===== config.mk =====
export PLATFORM = sky130hd
export DESIGN_NAME = code_entry_tx
export DESIGN_NICKNAME = d
export VERILOG_FILES = /design/src/rtl/safe_lock_pkg.sv /design/src/rtl/safe_timer.sv /design/src/rtl/code_entry_tx.sv
export SDC_FILE = /design/constraint.sdc
export NUM_CORES = 1
export LEC_CHECK = 0
export BUFFER_PORTS_ARGS = -buffer_cell sky130_fd_sc_hd__buf_4
export CORE_UTILIZATION = 56
export CTS_CLUSTER_DIAMETER = 30
export DETAILED_ROUTE_END_ITERATION = 16
export GPL_TIMING_DRIVEN = 0
export HOLD_SLACK_MARGIN = 0.12
export PLACE_DENSITY = 0.78
export SKIP_LAST_GASP = 1
export SLEW_MARGIN = 10
export SYNTH_ARGS = -nofsm -noshare
export SYNTH_HDL_FRONTEND = slang
export SYNTH_SLANG_ARGS = --single-unit

===== constraint.sdc =====
create_clock -name clk -period 2.5 [get_ports clk]
set_clock_uncertainty 0.15 [all_clocks]
set_input_delay 0.25 -clock clk [delete_from_list [all_inputs] [get_ports clk]]
set_output_delay 0.25 -clock clk [all_outputs]
set_load 0.02 [all_outputs]

===== src/rtl/safe_lock_pkg.sv =====
// Shared types and defaults for the safe lock keypad-side link.
package safe_lock_pkg;

  typedef enum logic [2:0] {
    IDLE     = 3'd0,
    SHIFT    = 3'd1,
    WAIT_RES = 3'd2,
    REPORT   = 3'd3,
    LOCKOUT  = 3'd4
  } tx_state_t;

  localparam int CODE_W       = 4;
  localparam int TIMEOUT_DEF  = 64;
  localparam int LOCKOUT_DEF  = 256;
  localparam int MAX_FAIL_DEF = 3;

  function automatic int max_int(input int a, input int b);
    return (a > b) ? a : b;
  endfunction

endpackage


===== src/rtl/safe_timer.sv =====
// Loadable down-counter shared by the verdict timeout and the lockout.
module safe_timer #(
  parameter int TW = 9
) (
  input  logic          clk,
  input  logic          rstn,
  input  logic          load,
  input  logic [TW-1:0] load_val,
  input  logic          en,
  output logic          zero
);

  logic [TW-1:0] cnt;

  // High on the cycle whose decrement brings the count to zero.
  assign zero = (cnt <= TW'(1));

  always_ff @(posedge clk) begin
    if (!rstn) begin
      cnt <= '0;
    end else if (load) begin
      cnt <= load_val;
    end else if (en && cnt != '0) begin
      cnt <= cnt - TW'(1);
    end
  end

endmodule


===== src/rtl/code_entry_tx.sv =====
// Serialises a keypad code to the checker and tracks verdicts and lockout.
module code_entry_tx
  import safe_lock_pkg::*;
#(
  parameter int N           = CODE_W,
  parameter int TIMEOUT_CYC = TIMEOUT_DEF,
  parameter int MAX_FAIL    = MAX_FAIL_DEF,
  parameter int LOCKOUT_CYC = LOCKOUT_DEF
) (
  input  logic                        clk,
  input  logic                        rstn,
  input  logic                        code_val,
  input  logic [N-1:0]                code_data,
  output logic                        code_ready,
  output logic                        ser_val,
  output logic                        ser_data,
  input  logic                        ser_ready,
  input  logic                        result_val,
  input  logic                        result_data,
  output logic                        unlocked,
  output logic                        denied,
  output logic                        locked_out,
  output logic [$clog2(MAX_FAIL+1)-1:0] fail_cnt
);

  localparam int TW = $clog2(max_int(TIMEOUT_CYC, LOCKOUT_CYC) + 1);
  localparam int CW = $clog2(N);
  localparam int FW = $clog2(MAX_FAIL + 1);
  localparam logic [CW-1:0] LAST = CW'(N - 1);
  localparam logic [FW-1:0] FMAX = FW'(MAX_FAIL);

  tx_state_t     state, state_n;
  logic [N-1:0]  shreg, shreg_n;
  logic [CW-1:0] bit_cnt, cnt_n;
  logic [FW-1:0] fail_n;
  logic          unl_n, den_n;
  logic          t_load, t_en, t_zero;
  logic [TW-1:0] t_val;

  safe_timer #(.TW(TW)) u_timer (
    .clk      (clk),
    .rstn     (rstn),
    .load     (t_load),
    .load_val (t_val),
    .en       (t_en),
    .zero     (t_zero)
  );

  always_comb begin
    state_n = state;
    shreg_n = shreg;
    cnt_n   = bit_cnt;
    fail_n  = fail_cnt;
    unl_n   = 1'b0;
    den_n   = 1'b0;
    t_load  = 1'b0;
    t_val   = TW'(TIMEOUT_CYC);
    t_en    = 1'b0;
    unique case (state)
      IDLE: begin
        if (code_val && code_ready) begin
          shreg_n = code_data;
          cnt_n   = '0;
          state_n = SHIFT;
        end
      end
      SHIFT: begin
        if (ser_ready) begin
          shreg_n = {shreg[N-2:0], 1'b0};
          cnt_n   = bit_cnt + CW'(1);
          if (bit_cnt == LAST) begin
            if (result_val) begin
              state_n = REPORT;
              unl_n   = result_data;
              den_n   = !result_data;
            end else begin
              state_n = WAIT_RES;
              t_load  = 1'b1;
            end
          end
        end
      end
      WAIT_RES: begin
        t_en = 1'b1;
        if (result_val) begin
          state_n = REPORT;
          unl_n   = result_data;
          den_n   = !result_data;
        end else if (t_zero) begin
          state_n = REPORT;
          den_n   = 1'b1;
        end
      end
      REPORT: begin
        if (denied && fail_cnt == FMAX) begin
          state_n = LOCKOUT;
          t_load  = 1'b1;
          t_val   = TW'(LOCKOUT_CYC);
        end else begin
          state_n = IDLE;
        end
      end
      LOCKOUT: begin
        t_en = 1'b1;
        if (t_zero) begin
          state_n = IDLE;
          fail_n  = '0;
        end
      end
      default: state_n = IDLE;
    endcase
    // The failure count moves together with the verdict pulse.
    if (unl_n) begin
      fail_n = '0;
    end else if (den_n && fail_cnt != FMAX) begin
      fail_n = fail_cnt + FW'(1);
    end
  end

  always_ff @(posedge clk) begin
    if (!rstn) begin
      state      <= IDLE;
      shreg      <= '0;
      bit_cnt    <= '0;
      fail_cnt   <= '0;
      unlocked   <= 1'b0;
      denied     <= 1'b0;
      code_ready <= 1'b0;
      ser_val    <= 1'b0;
      ser_data   <= 1'b0;
      locked_out <= 1'b0;
    end else begin
      state      <= state_n;
      shreg      <= shreg_n;
      bit_cnt    <= cnt_n;
      fail_cnt   <= fail_n;
      unlocked   <= unl_n;
      denied     <= den_n;
      code_ready <= (state_n == IDLE);
      ser_val    <= (state_n == SHIFT);
      ser_data   <= (state_n == SHIFT) && shreg_n[N-1];
      locked_out <= (state_n == LOCKOUT);
    end
  end

endmodule


Word-level counts from Yosys, hierarchy flattened --
Cells that the tools add are included.
Word-level totals: bits in registers 26, input bits 10, output and inout port bits 8, word-level logic and storage cells 83
Operators by class: $add $sub $neg 3, order comparisons 1, equality and inequality tests 11, muxes and demuxes 38, bitwise gates (word level) 1, reduce and logical (&&, ||, !) cells 17
Operator list (number):
- $mux 9 | 4
- $mux 3 | 7
- $pmux 3 s5 | 1
- $mux 1 | 14
- $mux 2 | 5
- $le 9x1->1 const B | 1
- $reduce_bool 9->1 | 1
- $sub 9x1->9 const B | 1
- $mux 4 | 2
- $pmux 4 s2 | 1
- $reduce_bool 2->1 | 4
- $eq 3x1->1 const B | 2
- $eq 3x2->1 const B | 2
- $eq 3x3->1 const B | 2
- $logic_not 3->1 | 2
- $ne 2x2->1 const B | 3
- $pmux 1 s2 | 3
- $logic_and 1x1->1 | 5
- $add 2x1->2 const B | 2
- $eq 2x2->1 const B | 2
- $pmux 2 s2 | 1
- $reduce_or 2->1 | 2
- $reduce_and 3->1 | 1
- $reduce_and 2->1 | 1
- other kinds (2) | 2

Depth between registers and ports, before layout --
word-level depth 8, gate-level depth with buffers 7, depth with buffers taken out 7

Modules after synthesis --
A second synthesis with hierarchy kept.
Second synthesis, totals: cell total of the unflattened synthesis 158, area, all modules 1402.6 µm²
By module, submodules not included:
- code_entry_tx | instances 1, cells each 92, area each 854.6 µm², sequential area each 340.3 µm²
- safe_timer | instances 1, cells each 66, area each 548.0 µm², sequential area each 180.2 µm²

Worst setup path after synthesis --
OpenSTA, ideal clock, no wires.
path type register to register, start register fail_cnt[0], end register u_timer.cnt[3], setup time 59 ps, data arrival time 1550 ps, required time 2291 ps, setup slack 741 ps, cell stages (with the launch flop) 7, path buffers 0, clock period less this slack 1759 ps, cell sequence dfxtp_1 -> ha_1 -> nand3_1 -> nor2_1 -> a211oi_2 -> or4_1 -> nand2_1
On the way: cells in the longest elaborated chain, start to end 5, elaborated cells between the ends (all ways) 6, those cells by class eq/ne (1); mux (3); reduce/logical (2)
RTL lines:
- from (decl) | line code_entry_tx.sv:23 | output logic [$clog2(MAX_FAIL+1)-1:0] fail_cnt
- from (signal assigned) | line code_entry_tx.sv:136 | fail_cnt <= fail_n;
- $eq 2x2->1 * | line code_entry_tx.sv:95 | if (denied && fail_cnt == FMAX) begin
- $logic_and 1x1->1 * | line code_entry_tx.sv:95
- $mux 1 * | line code_entry_tx.sv:95
- $pmux 1 s2 * | line code_entry_tx.sv:59 | unique case (state)
- $mux 9 or $reduce_bool 2->1 (tied branches)
- to (signal assigned) | line safe_timer.sv:22 | cnt <= load_val;
- to (signal assigned) | line safe_timer.sv:24 | cnt <= cnt - TW'(1);
- to (decl) | line safe_timer.sv:13 | logic [TW-1:0] cnt;
Mark *: on every way between the ends. The rest lies on a longest branch, timed or not. A chain may end at the register's enable or synchronous reset.

Worst setup path in the final report --
start register state[1], end register fail_cnt[0]
On the way: cells in the longest elaborated chain, start to end 5, elaborated cells between the ends (all ways) 11, those cells by class eq/ne (3); mux (3); reduce/logical (5)
RTL lines:
- from (decl) | line code_entry_tx.sv:32 | tx_state_t state, state_n;
- from (signal assigned) | line code_entry_tx.sv:133 | state <= state_n;
- $eq 3x2->1 or $eq 3x1->1 (tied branches) | line code_entry_tx.sv:59
- $pmux 1 s2 | line code_entry_tx.sv:59
- $logic_and 1x1->1 | line code_entry_tx.sv:115 | end else if (den_n && fail_cnt != FMAX) begin
- $reduce_bool 2->1 (no source line)
- $reduce_and 2->1 (no source line)
Several ways; a longest one is shown, not always the timed one.

==> flow_metrics.env <==
export IMPL_status="finished, final reports clean"
export IMPL_antenna_found_initial=0
export IMPL_start_kind="register"
export IMPL_syn_area_um2=1330
export IMPL_worst_slew_pin_slew_ns=0.5345
export IMPL_cts_tree="built"
export IMPL_antenna_cells=0
export IMPL_synth_area_leaders="dfxtp_1, ha_1, nor2_1"
export IMPL_grt_pass1_wl_mm=4.940
export IMPL_area_delta_synth_final_pct=20.70
export IMPL_yosys_most_used_dff="dfxtp_1"
export IMPL_layout_nets=186
export IMPL_synth_xor_area_frac=0.03293
export IMPL_numPortBuffers=17
export IMPL_path_cells="buf_4 -> nor4b_1 -> nand4_1 -> a211oi_2 -> mux2_1 -> nor2_1"
export IMPL_hpwlAfterDp_mm=1.992
export IMPL_setup_viol=0
export IMPL_vias_per_cell=5.788
export IMPL_synth_top_family_by_area="simple AND/OR/NAND/NOR gates"
export IMPL_vias=1146
export IMPL_rows=17
export IMPL_min_period_ns=2.026
export IMPL_cts_sinks=26
export IMPL_design_area_um2=1605
export IMPL_initial_core_util=0.5955
export IMPL_synth_compound_area_share=0.1373
export IMPL_finish_utilization=0.7188
export IMPL_placedCellCount=188
export IMPL_worstPathMaxFanout=10
export IMPL_worst_r2r_cell_count=6
export IMPL_crit_family="simple AND/OR/NAND/NOR gates"
export IMPL_cts_buffers=3
export IMPL_worstReg2RegEnd="fail_cnt[0]"
export IMPL_die_y_um=50.74
export IMPL_yosysTopAreaCell="dfxtp_1"
export IMPL_die_w_um=50.74
export IMPL_path_class="reg2reg"
export IMPL_slew_viol_final=0
export IMPL_cts_repair_resized=0
export IMPL_grt_max_degree=16
export IMPL_synthArstFlopShare=0
export IMPL_synth_net_count=158
export IMPL_grt_total_usage=0.2616
export IMPL_setup_tns_ns=0
export IMPL_insertion_delay_ns=0.33
export IMPL_clk_pin_slew_worst_paths_ns=0.15
export IMPL_synth_edf_count=0
export IMPL_critPathSlowestCell="dfxtp_1"
export IMPL_routed_wl_mm=2.853
export IMPL_vdd_ir_drop_worst_mv=0.5104
export IMPL_drive_above_1_share=0.2294
export IMPL_htreeDepth=1
export IMPL_synthAdderAreaFrac=0.04704
export IMPL_finalHoldViolations=0
export IMPL_fin_crit_sh=0.8105
export IMPL_relSlewSlack=0.6407
export IMPL_cts_path_max_buffers=2
export IMPL_grt_ovfl_total=0
export IMPL_crit_arrival_ns=2.16
export IMPL_design_power_total_w=0.0008014
export IMPL_p_leak_nw=0.6168
export IMPL_path_buf_inv=1
export IMPL_wl_per_cell_um=14.41
export IMPL_synthTopCellsByCount="dfxtp_1, nor2_1, nand2_1, a21oi_1, nand4_1"
export IMPL_ant_nets=0
export IMPL_core_um2=2233
export IMPL_placed_cell_area_um2=1493
export IMPL_holdPathEnd="shreg[3]"
export IMPL_grt_pass1_vias=1108
export IMPL_ys_seq_area_frac=0.3913
export IMPL_worstHoldPathType="in2reg"
export IMPL_fmax_ghz=0.4936
export IMPL_reg2reg_slack_ns=0.47
export IMPL_maxCapViolations=0
export IMPL_synth_top_area_frac=0.3913
export IMPL_yosysWarningCount=0
export IMPL_first_pass_iters=4
export IMPL_whs_path_depth=4
export IMPL_dieArea_um2=2574
export IMPL_r2r_start="state[1]"
export IMPL_muxShareOfSynthArea=0.02446
export IMPL_drc=0
export IMPL_yosysMostFrequentCell="dfxtp_1"
export IMPL_synth_seq_cells=26
export IMPL_slowest_delay_ns=0.35
export IMPL_power_density_nw_per_um2=499.3
export IMPL_gp_congestion=0.8939
export IMPL_synth_simple_area_share=0.3387
export IMPL_synth_cell_types=45
export IMPL_min_from="code_data[3]"
export IMPL_finalNonFillerCells=198
export IMPL_crit_path_end_kind="register"
export IMPL_syn_inst=143
export IMPL_crit_required_ns=2.63
export IMPL_num_io_pins=18
export IMPL_dr_first_iter_drc_count=36
export IMPL_syn_area_per_cell_um2=9.301
export IMPL_rsz0062_at_grt="no"
export IMPL_cts_root_buf="clkbuf_4"
tightest hold or removal path, stage by stage:
cell and delay (ns):
buf_4 0.08, a22o_1 0.12, a21oi_1 0.05, nor2_1 0.08
final cells by class:
class / count / area (µm²)
plain buffers: 3 / 18.77
clock buffers: 3 / 22.52
clock inverters: 1 / 30.03
fillers: 175 / 628.1
inverters: 5 / 18.77
multi-input cells: 109 / 772.0
flip-flops and latches: 26 / 520.5
well taps: 28 / 35.03
repair buffers: 23 / 187.7
how the worst max path moves through the flow:
stage | from | end | cells after the start
2_1_floorplan | fail_cnt[0] | u_timer.cnt[3] | 6
3_3_place_gp | u_timer.cnt[2] | fail_cnt[0] | 5
3_5_place_dp | u_timer.cnt[2] | fail_cnt[0] | 5
4_1_cts | u_timer.cnt[2] | fail_cnt[0] | 5
5_1_grt | state[1] | fail_cnt[0] | 6
6_report | state[1] | fail_cnt[0] | 6
sequential cells by signal, indices dropped and copies added, names as in the netlist:
name,cells
bit_cnt,2
u_timer.cnt,9
denied,1
shreg,4
state,3
locked_out,1
code_ready,1
fail_cnt,2
ser_val,1
unlocked,1
ser_data,1
cells by family (layout without fill, tap and decap cells):
family / after synthesis / count (layout)
AOI/OAI and AO/OA: 26 / 26
xor gates and xnor gates: 5 / 5
adders and majority gates: 5 / 5
buffers and inverters: 8 / 35
DFF: 26 / 26
muxes: 3 / 3
and+or+nand+nor: 70 / 70
cells in the final DEF, fill, tap and decap left out, types with 5 or more instances in the layout:
master          n
dfxtp_1        26
buf_4          19
nor2_1         16
nand2_1        11
a21oi_1         8
nand4_1         6
dlygate4sd3_1   6
inv_1           5
nor3_1          5
ha_1            5
power breakdown:
group,internal [W],switching [W]
clock,0.000162,0.000130
sequential,0.000424,0.00000797
combinational,0.0000362,0.0000406
routing by layer:
metal / global-route usage / vias to the layer above / routed length, µm
li1: - / 583 / -
met1: 0.3184 / 531 / 1315
met2: 0.4356 / 28 / 1387
met3: 0.03333 / 4 / 92
met4: 0.1574 / 0 / 57
met5: 0 / - / 0
through the flow:
step | worst slack [ns] | hold slack (ns)
after floorplan | 0.7406 | 0.2217
after global placement | 0.5531 | 0.2907
after detailed placement | 0.5305 | 0.3020
after CTS | 0.4981 | 0.1217
after global routing | 0.2642 | 0.1230
final | 0.4739 | 0.1257
timing repair:
item                      4_1_cts  5_1_grt
buffers inserted                0        0
hold buffers                    6        0
hold endpoints to repair       11        0
Note: power is estimated with default switching activity, not from simulation.
